`src/rtl/shadow_stack_unit_pkg.sv`:
```
// Shared types and helpers for the shadow stack unit.
// Contents:
//   VLEN / XLEN          address and exception-field widths
//   SS_CHECK_FAULT       custom exception cause for a failed return check (24)
//   ss_state_e           checker FSM states
//   jump_op_e            reduced opcode classes seen at commit
//   scoreboard_entry_t   subset of a scoreboard entry observed at commit
//   exception_t          valid/cause/tval bundle handed to the commit stage
//   is_call/is_ret/is_coroutine/link_addr   control-transfer classification
package shadow_stack_unit_pkg;

    localparam int unsigned VLEN = 64;
    localparam int unsigned XLEN = 64;

    localparam logic [XLEN-1:0] SS_CHECK_FAULT = 64'd24;

    typedef enum logic [1:0] {
        IDLE,
        ACTIVE,
        FAULT
    } ss_state_e;

    typedef enum logic [1:0] {
        OP_OTHER,
        OP_JAL,
        OP_JALR
    } jump_op_e;

    typedef struct packed {
        logic            valid;
        logic [VLEN-1:0] pc;
        jump_op_e        op;
        logic [4:0]      rd;
        logic [4:0]      rs1;
        logic            is_compressed;
        logic            ex_valid;
    } scoreboard_entry_t;

    typedef struct packed {
        logic            valid;
        logic [XLEN-1:0] cause;
        logic [XLEN-1:0] tval;
    } exception_t;

    // x1 (ra) and x5 (t0) are the RISC-V link registers.
    function automatic logic is_link(input logic [4:0] r);
        return (r == 5'd1) || (r == 5'd5);
    endfunction

    function automatic logic is_call(input scoreboard_entry_t e);
        return ((e.op == OP_JAL) || (e.op == OP_JALR)) && is_link(e.rd);
    endfunction

    function automatic logic is_ret(input scoreboard_entry_t e);
        return (e.op == OP_JALR) && is_link(e.rs1) && !is_link(e.rd);
    endfunction

    // Coroutine swap: pops the old link then pushes the new one.
    function automatic logic is_coroutine(input scoreboard_entry_t e);
        return (e.op == OP_JALR) && is_link(e.rd) && is_link(e.rs1) && (e.rd != e.rs1);
    endfunction

    function automatic logic [VLEN-1:0] link_addr(input scoreboard_entry_t e);
        return e.pc + (e.is_compressed ? VLEN'(2) : VLEN'(4));
    endfunction

endpackage

```
`src/rtl/shadow_stack_unit_ss_lifo.sv`:
```
// Circular return-address stack.
// Each cycle applies, in order: an optional pop, then up to two pushes
// (push_b is only meaningful together with push_a). Pushing into a full
// stack overwrites the oldest entry and keeps count at DEPTH.
// Ports:
//   clk, rst_n          clock, asynchronous active-low reset
//   clear               synchronous clear of pointer and count
//   pop                 remove TOS (no effect when empty; reported on underflow)
//   push_a, data_a      first push of the cycle
//   push_b, data_b      second push of the cycle
//   tos                 current top of stack (undefined when count == 0)
//   count               live entries, 0..DEPTH
//   underflow           pop requested on an empty stack this cycle
//   overflow            number of entries overwritten this cycle (0..2)
module shadow_stack_unit_ss_lifo
    import shadow_stack_unit_pkg::*;
#(
    parameter int unsigned DEPTH = 16,
    parameter int unsigned WIDTH = VLEN
) (
    input  logic                     clk,
    input  logic                     rst_n,
    input  logic                     clear,
    input  logic                     pop,
    input  logic                     push_a,
    input  logic [WIDTH-1:0]         data_a,
    input  logic                     push_b,
    input  logic [WIDTH-1:0]         data_b,
    output logic [WIDTH-1:0]         tos,
    output logic [$clog2(DEPTH):0]   count,
    output logic                     underflow,
    output logic [1:0]               overflow
);

    localparam int unsigned PW   = $clog2(DEPTH);
    localparam logic [PW:0] FULL = (PW+1)'(DEPTH);

    logic [WIDTH-1:0] mem [DEPTH];
    logic [PW-1:0]    sp_q, sp_pop, sp_a, sp_b;
    logic [PW:0]      count_q, cnt_pop, cnt_a, cnt_b;
    logic             ovf_a, ovf_b;
    logic [PW-1:0]    tos_idx;

    // sp points at the next free slot; arithmetic wraps because DEPTH is a power of two.
    always_comb begin
        underflow = pop && (count_q == '0);

        sp_pop  = sp_q;
        cnt_pop = count_q;
        if (pop && (count_q != '0)) begin
            sp_pop  = sp_q - 1'b1;
            cnt_pop = count_q - 1'b1;
        end

        sp_a  = sp_pop;
        cnt_a = cnt_pop;
        ovf_a = 1'b0;
        if (push_a) begin
            sp_a = sp_pop + 1'b1;
            if (cnt_pop == FULL) begin
                ovf_a = 1'b1;
            end else begin
                cnt_a = cnt_pop + 1'b1;
            end
        end

        sp_b  = sp_a;
        cnt_b = cnt_a;
        ovf_b = 1'b0;
        if (push_a && push_b) begin
            sp_b = sp_a + 1'b1;
            if (cnt_a == FULL) begin
                ovf_b = 1'b1;
            end else begin
                cnt_b = cnt_a + 1'b1;
            end
        end

        overflow = {1'b0, ovf_a} + {1'b0, ovf_b};
        tos_idx  = sp_q - 1'b1;
    end

    always_ff @(posedge clk or negedge rst_n) begin
        if (!rst_n) begin
            sp_q    <= '0;
            count_q <= '0;
        end else if (clear) begin
            sp_q    <= '0;
            count_q <= '0;
        end else begin
            sp_q    <= sp_b;
            count_q <= cnt_b;
        end
    end

    always_ff @(posedge clk) begin
        if (!clear && push_a) begin
            mem[sp_pop] <= data_a;
        end
        if (!clear && push_a && push_b) begin
            mem[sp_a] <= data_b;
        end
    end

    assign tos   = mem[tos_idx];
    assign count = count_q;

endmodule

```
`src/rtl/shadow_stack_unit.sv`:
```
// Backward-edge CFI checker on the commit path.
// Pushes link addresses of committed calls, pops on committed returns and
// flags a return whose target differs from the top of stack as a port-0
// exception. After an overflow, returns on an empty stack are accepted
// while the dropped-entry count drains.
// Ports:
//   clk_i, rst_ni      clock, asynchronous active-low reset
//   en_i               enable; low disables the checker and clears the stack
//   flush_i            controller flush; leaves FAULT
//   commit_instr_i     scoreboard head entries per commit port
//   commit_ack_i       entry retired this cycle, per port
//   target_i           resolved jump target per port
//   ss_popchk_ex_o     return-check exception (combinational)
//   hold_port1_o       port-1 entry is call/return and must not retire on port 1
//   depth_o            live stack entries
//   lost_o             saturating count of entries lost to overflow
module shadow_stack_unit
    import shadow_stack_unit_pkg::*;
#(
    parameter int unsigned NR_COMMIT_PORTS = 2,
    parameter int unsigned SS_DEPTH        = 16,
    parameter int unsigned LOST_W          = 8
) (
    input  logic                       clk_i,
    input  logic                       rst_ni,
    input  logic                       en_i,
    input  logic                       flush_i,
    input  scoreboard_entry_t          commit_instr_i [NR_COMMIT_PORTS],
    input  logic [NR_COMMIT_PORTS-1:0] commit_ack_i,
    input  logic [VLEN-1:0]            target_i [NR_COMMIT_PORTS],
    output exception_t                 ss_popchk_ex_o,
    output logic                       hold_port1_o,
    output logic [$clog2(SS_DEPTH):0]  depth_o,
    output logic [LOST_W-1:0]          lost_o
);

    localparam int unsigned CW = $clog2(SS_DEPTH) + 1;

    ss_state_e         state_q, state_d;
    logic [LOST_W-1:0] lost_q, lost_next;
    logic [LOST_W:0]   lost_sum;
    logic              lost_dec;

    logic              active;
    logic              v0, v1;
    logic              call0, ret0, cor0, call1, ret1, cor1;
    logic [VLEN-1:0]   link0, link1;
    logic              fault;
    logic              upd;
    logic              p0_pop, p0_push, p1_pop, p1_push;

    logic              lifo_pop, lifo_push_a, lifo_push_b;
    logic [VLEN-1:0]   lifo_data_a, lifo_data_b;
    logic [VLEN-1:0]   tos;
    logic [CW-1:0]     count;
    logic              lifo_underflow;
    logic [1:0]        lifo_overflow;

    logic              unused_targets;

    // ---------------- classification ----------------
    always_comb begin
        active = (state_q == ACTIVE);
        v0     = commit_instr_i[0].valid && !commit_instr_i[0].ex_valid;
        v1     = commit_instr_i[1].valid && !commit_instr_i[1].ex_valid;
        call0  = is_call(commit_instr_i[0]);
        ret0   = is_ret(commit_instr_i[0]);
        cor0   = is_coroutine(commit_instr_i[0]);
        call1  = is_call(commit_instr_i[1]);
        ret1   = is_ret(commit_instr_i[1]);
        cor1   = is_coroutine(commit_instr_i[1]);
        link0  = link_addr(commit_instr_i[0]);
        link1  = link_addr(commit_instr_i[1]);
    end

    // Only port 0 is ever checked; upper-port targets are never consulted.
    always_comb begin
        unused_targets = 1'b0;
        for (int unsigned p = 1; p < NR_COMMIT_PORTS; p++) begin
            unused_targets = unused_targets ^ (^target_i[p]);
        end
    end

    // ---------------- return check ----------------
    always_comb begin
        fault = 1'b0;
        if (active && v0 && (ret0 || cor0)) begin
            if (count != '0) begin
                fault = (target_i[0] != tos);
            end else begin
                fault = (lost_q == '0);
            end
        end

        ss_popchk_ex_o = '0;
        if (fault) begin
            ss_popchk_ex_o.valid = 1'b1;
            ss_popchk_ex_o.cause = SS_CHECK_FAULT;
            ss_popchk_ex_o.tval  = target_i[0];
        end

        hold_port1_o = active && commit_instr_i[1].valid && (call1 || ret1);
    end

    // ---------------- stack update ----------------
    // Port 0 then port 1, folded onto a pop-then-two-push LIFO. A port-0 push
    // followed by a port-1 pop cancels without touching the array. A second
    // pop in one cycle is not representable; port-1 returns are held back,
    // so that combination only arises from a protocol violation.
    always_comb begin
        upd     = active && en_i && !fault;
        p0_pop  = upd && commit_ack_i[0] && v0 && (ret0 || cor0);
        p0_push = upd && commit_ack_i[0] && v0 && call0;
        p1_pop  = upd && commit_ack_i[1] && v1 && (ret1 || cor1);
        p1_push = upd && commit_ack_i[1] && v1 && call1;

        lifo_pop    = p0_pop;
        lifo_push_a = 1'b0;
        lifo_push_b = 1'b0;
        lifo_data_a = link0;
        lifo_data_b = link1;

        if (p1_pop && p0_push) begin
            lifo_push_a = p1_push;
            lifo_data_a = link1;
        end else if (p1_pop) begin
            lifo_pop    = 1'b1;
            lifo_push_a = p1_push;
            lifo_data_a = link1;
        end else if (p0_push) begin
            lifo_push_a = 1'b1;
            lifo_push_b = p1_push;
        end else begin
            lifo_push_a = p1_push;
            lifo_data_a = link1;
        end
    end

    shadow_stack_unit_ss_lifo #(
        .DEPTH (SS_DEPTH),
        .WIDTH (VLEN)
    ) u_lifo (
        .clk       (clk_i),
        .rst_n     (rst_ni),
        .clear     (!en_i),
        .pop       (lifo_pop),
        .push_a    (lifo_push_a),
        .data_a    (lifo_data_a),
        .push_b    (lifo_push_b),
        .data_b    (lifo_data_b),
        .tos       (tos),
        .count     (count),
        .underflow (lifo_underflow),
        .overflow  (lifo_overflow)
    );

    // ---------------- lost counter ----------------
    // An unchecked return on an empty stack consumes one dropped entry.
    always_comb begin
        lost_dec  = lifo_underflow && (lost_q != '0);
        lost_sum  = {1'b0, lost_q} - (LOST_W+1)'(lost_dec) + (LOST_W+1)'(lifo_overflow);
        lost_next = lost_sum[LOST_W] ? '1 : lost_sum[LOST_W-1:0];
    end

    // ---------------- FSM ----------------
    always_comb begin
        state_d = state_q;
        if (!en_i) begin
            state_d = IDLE;
        end else begin
            unique case (state_q)
                IDLE:    state_d = ACTIVE;
                ACTIVE:  if (fault)   state_d = FAULT;
                FAULT:   if (flush_i) state_d = ACTIVE;
                default: state_d = IDLE;
            endcase
        end
    end

    always_ff @(posedge clk_i or negedge rst_ni) begin
        if (!rst_ni) begin
            state_q <= IDLE;
            lost_q  <= '0;
        end else begin
            state_q <= state_d;
            lost_q  <= en_i ? lost_next : '0;
        end
    end

    assign depth_o = count;
    assign lost_o  = lost_q;

    a_no_port1_cfi_ack: assert property (@(posedge clk_i) disable iff (!rst_ni)
        !(hold_port1_o && commit_ack_i[1]));

endmodule

```
`config.mk`:
```
export PLATFORM = sky130hd
export DESIGN_NAME = shadow_stack_unit
export DESIGN_NICKNAME = d
export VERILOG_FILES = /design/src/rtl/shadow_stack_unit_pkg.sv /design/src/rtl/shadow_stack_unit_ss_lifo.sv /design/src/rtl/shadow_stack_unit.sv
export SDC_FILE = /design/constraint.sdc
export NUM_CORES = 2
export LEC_CHECK = 0
export ABC_AREA = 1
export CORE_ASPECT_RATIO = 0.7
export CORE_MARGIN = 5
export CORE_UTILIZATION = 60
export DETAILED_ROUTE_END_ITERATION = 8
export PLACE_DENSITY = 0.82
export SLEW_MARGIN = 15
export SYNTH_ARGS = -nofsm -noshare
export SYNTH_HDL_FRONTEND = slang
export SYNTH_SLANG_ARGS = --single-unit
```
`constraint.sdc`:
```
create_clock -name clk_i -period 11.1 [get_ports clk_i]
set_input_delay 1.11 -clock clk_i [delete_from_list [all_inputs] [get_ports clk_i]]
set_output_delay 1.11 -clock clk_i [all_outputs]
set_load 0.02 [all_outputs]
```
==> key figures <==
Run status
  – Status: finished with violations
  – Failing checks: DRC

Worst setup path
  – CP Capture Type: flop
  – FF-to-FF setup slack: 760 ps
  – Worst r2r dst: lost_o[4]
  – R2R depth: 49
  – CP Class: flop to flop
  – CP max stage delay: 720 ps
  – Slowest stage cell, crit path: buf_4
  – R2r startpoint: u_lifo.sp_q[0]
  – Most used cell, CP: nand2_1
  – WP data arrival: 10910 ps
  – CP Max Fanout: 93
  – CP required: 11670 ps
  – CP Launch Type: flop

CTS
  – Longest Clk Path Bufs: 3
  – Clock-pin transition on the worst setup and hold timing paths: 60 ps
  – TritonCTS Buffers: 101
  – Cts hold-fix bufs: 0
  – Post-cts repair resize count: 0
  – H-tree depth: 3
  – TritonCTS clock tree: done
  – Worst-Skew Late Latency: 700 ps
  – Clock Sinks: 1043
  – Root buffer cell: clkbuf_16
  – Postcts setup bufs: 0

Routing
  – Initial drt markers: 10434
  – Final WL: 210000 µm
  – DRT Pass-1 Iters: 9
  – # DRC: 1
  – Post-route ant nets: 0
  – Wirelength per Cell: 24.5 µm
  – Via count: 54651
  – Via density: 6.36

Floorplan
  – Core footprint: 97900 µm²
  – Standard-cell rows: 96
  – I/O pin total: 435
  – Die height: 273 µm
  – Die area: 105000 µm²
  – Initial Utilization: 0.604
  – Die boundary width: 385 µm

Timing
  – Fmax: 0.0967 GHz
  – Worst Skew: 28.0 ps
  – Worst Max-Slew Pin Slew: 1430 ps
  – Min cycle time layout: 10340 ps
  – Final worst setup slack: 760 ps
  – Final period utilization: 0.932
  – Slew headroom: 0.0453
  – Setup violations, final: 0
  – RSZ-0062 raised after global routing: no
  – Max Slew Vio Count: 0
  – TNS Setup: 0 ps
  – Final hold vios: 0

Finish
  – Storage cell area: 31200 µm²
  – Area delta synth->final: 11.7%
  – Share of layout cells above drive strength 1: 0.0479
  – Fill cells: 7479
  – Final Instance Area: 66000 µm²
  – Footprint of the multi-input gates: 24300 µm²
  – Final #Nets: 7510

Worst hold path
  – Worst min-delay path class: flop to flop
  – Worst hold start: state_q[0]
  – Min-Delay Path Depth: 3
  – Min-Delay Endpoint: state_q[0]

Logic synthesis
  – Top-area cell type share of the netlist area: 0.520
  – Cell variety after synth: 47
  – Area of the mapped netlist: 59100 µm²
  – Number of synthesized flops with an enable pin: 1024
  – Async SR Flop Fraction: 0.0182
  – Leading area contributor after synthesis: edfxtp_1
  – Avg Inst Size Synth: 8.22 µm²
  – Top cells by area, synth: edfxtp_1 52%, nand2_1 16%, nand3_1 8.3%
  – #FFs+latches synth: 1043
  – Post-synthesis sequential area ratio: 0.528
  – Synth Warn #: 0
  – Synth Flop Type: edfxtp_1
  – Syn Inst Count: 7197

Power and ir drop
  – Power Density: 134 nW/µm²
  – Pint: 6.73 mW
  – Sw frac: 0.239
  – Reg power frac: 0.492
  – Gate power share: 0.098
  – Leak Pwr: 26.7 nW
  – Worst VDD drop: 0.129 mV
  – P_sw: 2.12 mW
  – Clk network pwr share: 0.409

Placed design
  – Dpl cell area: 62600 µm²
  – Port Buf Inserts: 308
  – GPL Wtd Cong: 0.970
  – Pre-CTS setup slack: 1160 ps
  – HPWL Detailed: 130000 µm

GRT
  – Antenna violations before repair: 6
  – First-pass GRT wire length: 309000 µm
  – Vias in the first global route: 51191
  – Grt ovf: 0
  – Maximum number of pins on one net before global-route repair: 218
  – GRT Util Overall: 0.390

Job
  – Max-cap violations: 0
==> sequential cells by signal, indices dropped and copies added, names as in the netlist <==
name and count:
u_lifo.mem 1024, lost_o 8, u_lifo.count 5, u_lifo.sp_q 4, state_q 2
==> cells in the final DEF (no fill, tap or decap), types with 22 or more instances in the layout <==
cell / count
nand2_1: 2556
edfxtp_1: 1024
nand3_1: 986
o21ai_1: 536
o21ai_0: 508
inv_1: 339
clkdlybuf4s50_1: 308
nor2_1: 194
xor2_1: 110
clkbuf_16: 104
buf_4: 102
conb_1: 62
nor3_1: 61
nand4_1: 41
nor4_1: 37
clkinv_1: 29
ha_1: 28
xnor2_1: 23
clkinv_2: 22
==> Yosys cell counts, types with 2 or more instances <==
library cell	instances
a21boi_0	2
a21oi_1	18
a31oi_1	2
buf_1	51
buf_2	159
buf_4	93
buf_6	15
clkbuf_1	281
dfrtp_1	19
edfxtp_1	1024
fa_1	4
ha_1	29
inv_1	340
inv_2	13
nand2_1	2559
nand2_2	10
nand2_4	3
nand3_1	986
nand3b_1	4
nand4_1	41
nor2_1	195
nor2_2	9
nor2_4	4
nor3_1	61
nor3b_1	2
nor4_1	38
o21ai_0	525
o21ai_1	548
o21ai_4	2
o21bai_1	3
o22ai_1	2
xnor2_1	24
xor2_1	116
xor2_2	2
==> layer usage <==
metal  part of all wire  vias to the layer above  GRT usage
met2               0.41                     4888      0.543
li1                   -                    24145          -
met3               0.20                      820      0.188
met5             0.0012                        -    0.00602
met1               0.34                    24788      0.514
met4              0.051                       10      0.180
==> worst max-delay path by stage <==
stage,from,end,slack [ps],depth (start not counted)
2_1_floorplan,u_lifo.sp_q[0],u_lifo.mem[11][0],2100,34
4_1_cts,u_lifo.sp_q[0],lost_o[0],1070,49
5_1_grt,u_lifo.sp_q[0],lost_o[0],290,49
3_3_place_gp,u_lifo.sp_q[0],lost_o[3],1420,49
3_5_place_dp,u_lifo.sp_q[0],lost_o[0],1160,49
6_report,u_lifo.sp_q[0],lost_o[4],760,49
==> final cells by class <==
type	instances	share of cell area
antenna	2	0.0000758
multi-input combinational	5262	0.368
tap	1323	0.0251
inverter	354	0.0205
clock buffer	121	0.0404
sequential	1043	0.473
timing repair buffer	423	0.0622
clock inverter	65	0.0110
==> kinds of logic after synthesis <==
group,Yosys count,synth area share
AO/OA/AOI/OAI,1108,0.0948
XOR/XNOR,142,0.0213
adder cells (fa/ha/maj),33,0.00749
buffers and inverters,953,0.0717
flip-flops,1043,0.528
other,1,0.0000634
AND/OR/NAND/NOR,3917,0.277
==> critical path, delay by kind of cell (launching register included) <==
family / cells / cell delay, ps
DFF: 1 / 540
and+or+nand+nor: 26 / 3930
buffers and inverters: 10 / 2710
xor gates and xnor gates: 1 / 400
AOI/OAI and AO/OA: 7 / 1100
adders and majority gates: 5 / 1440
==> stage by stage <==
stage | hold slack, ps | utilization | std cells | total power [mW]
after global placement | 557 | 0.639 | 8405 | 5.24
after floorplan | 540 | - | 7258 | 4.97
final | 612 | 0.675 | 8593 | 8.85
after detailed placement | 584 | 0.639 | 8405 | 5.27
after global routing | 682 | 0.675 | 8591 | 9.07
after CTS | 593 | 0.674 | 8591 | 8.79
==> power groups by stage <==
stage	Sequential [mW]	Clock [mW]	Combinational, mW
2_1_floorplan	4.46	0	0.512
3_3_place_gp	4.44	0	0.795
3_5_place_dp	4.44	0	0.831
4_1_cts	4.36	3.59	0.841
5_1_grt	4.36	3.75	0.954
6_report	4.36	3.62	0.870
Power figures use the tool's default switching activity.
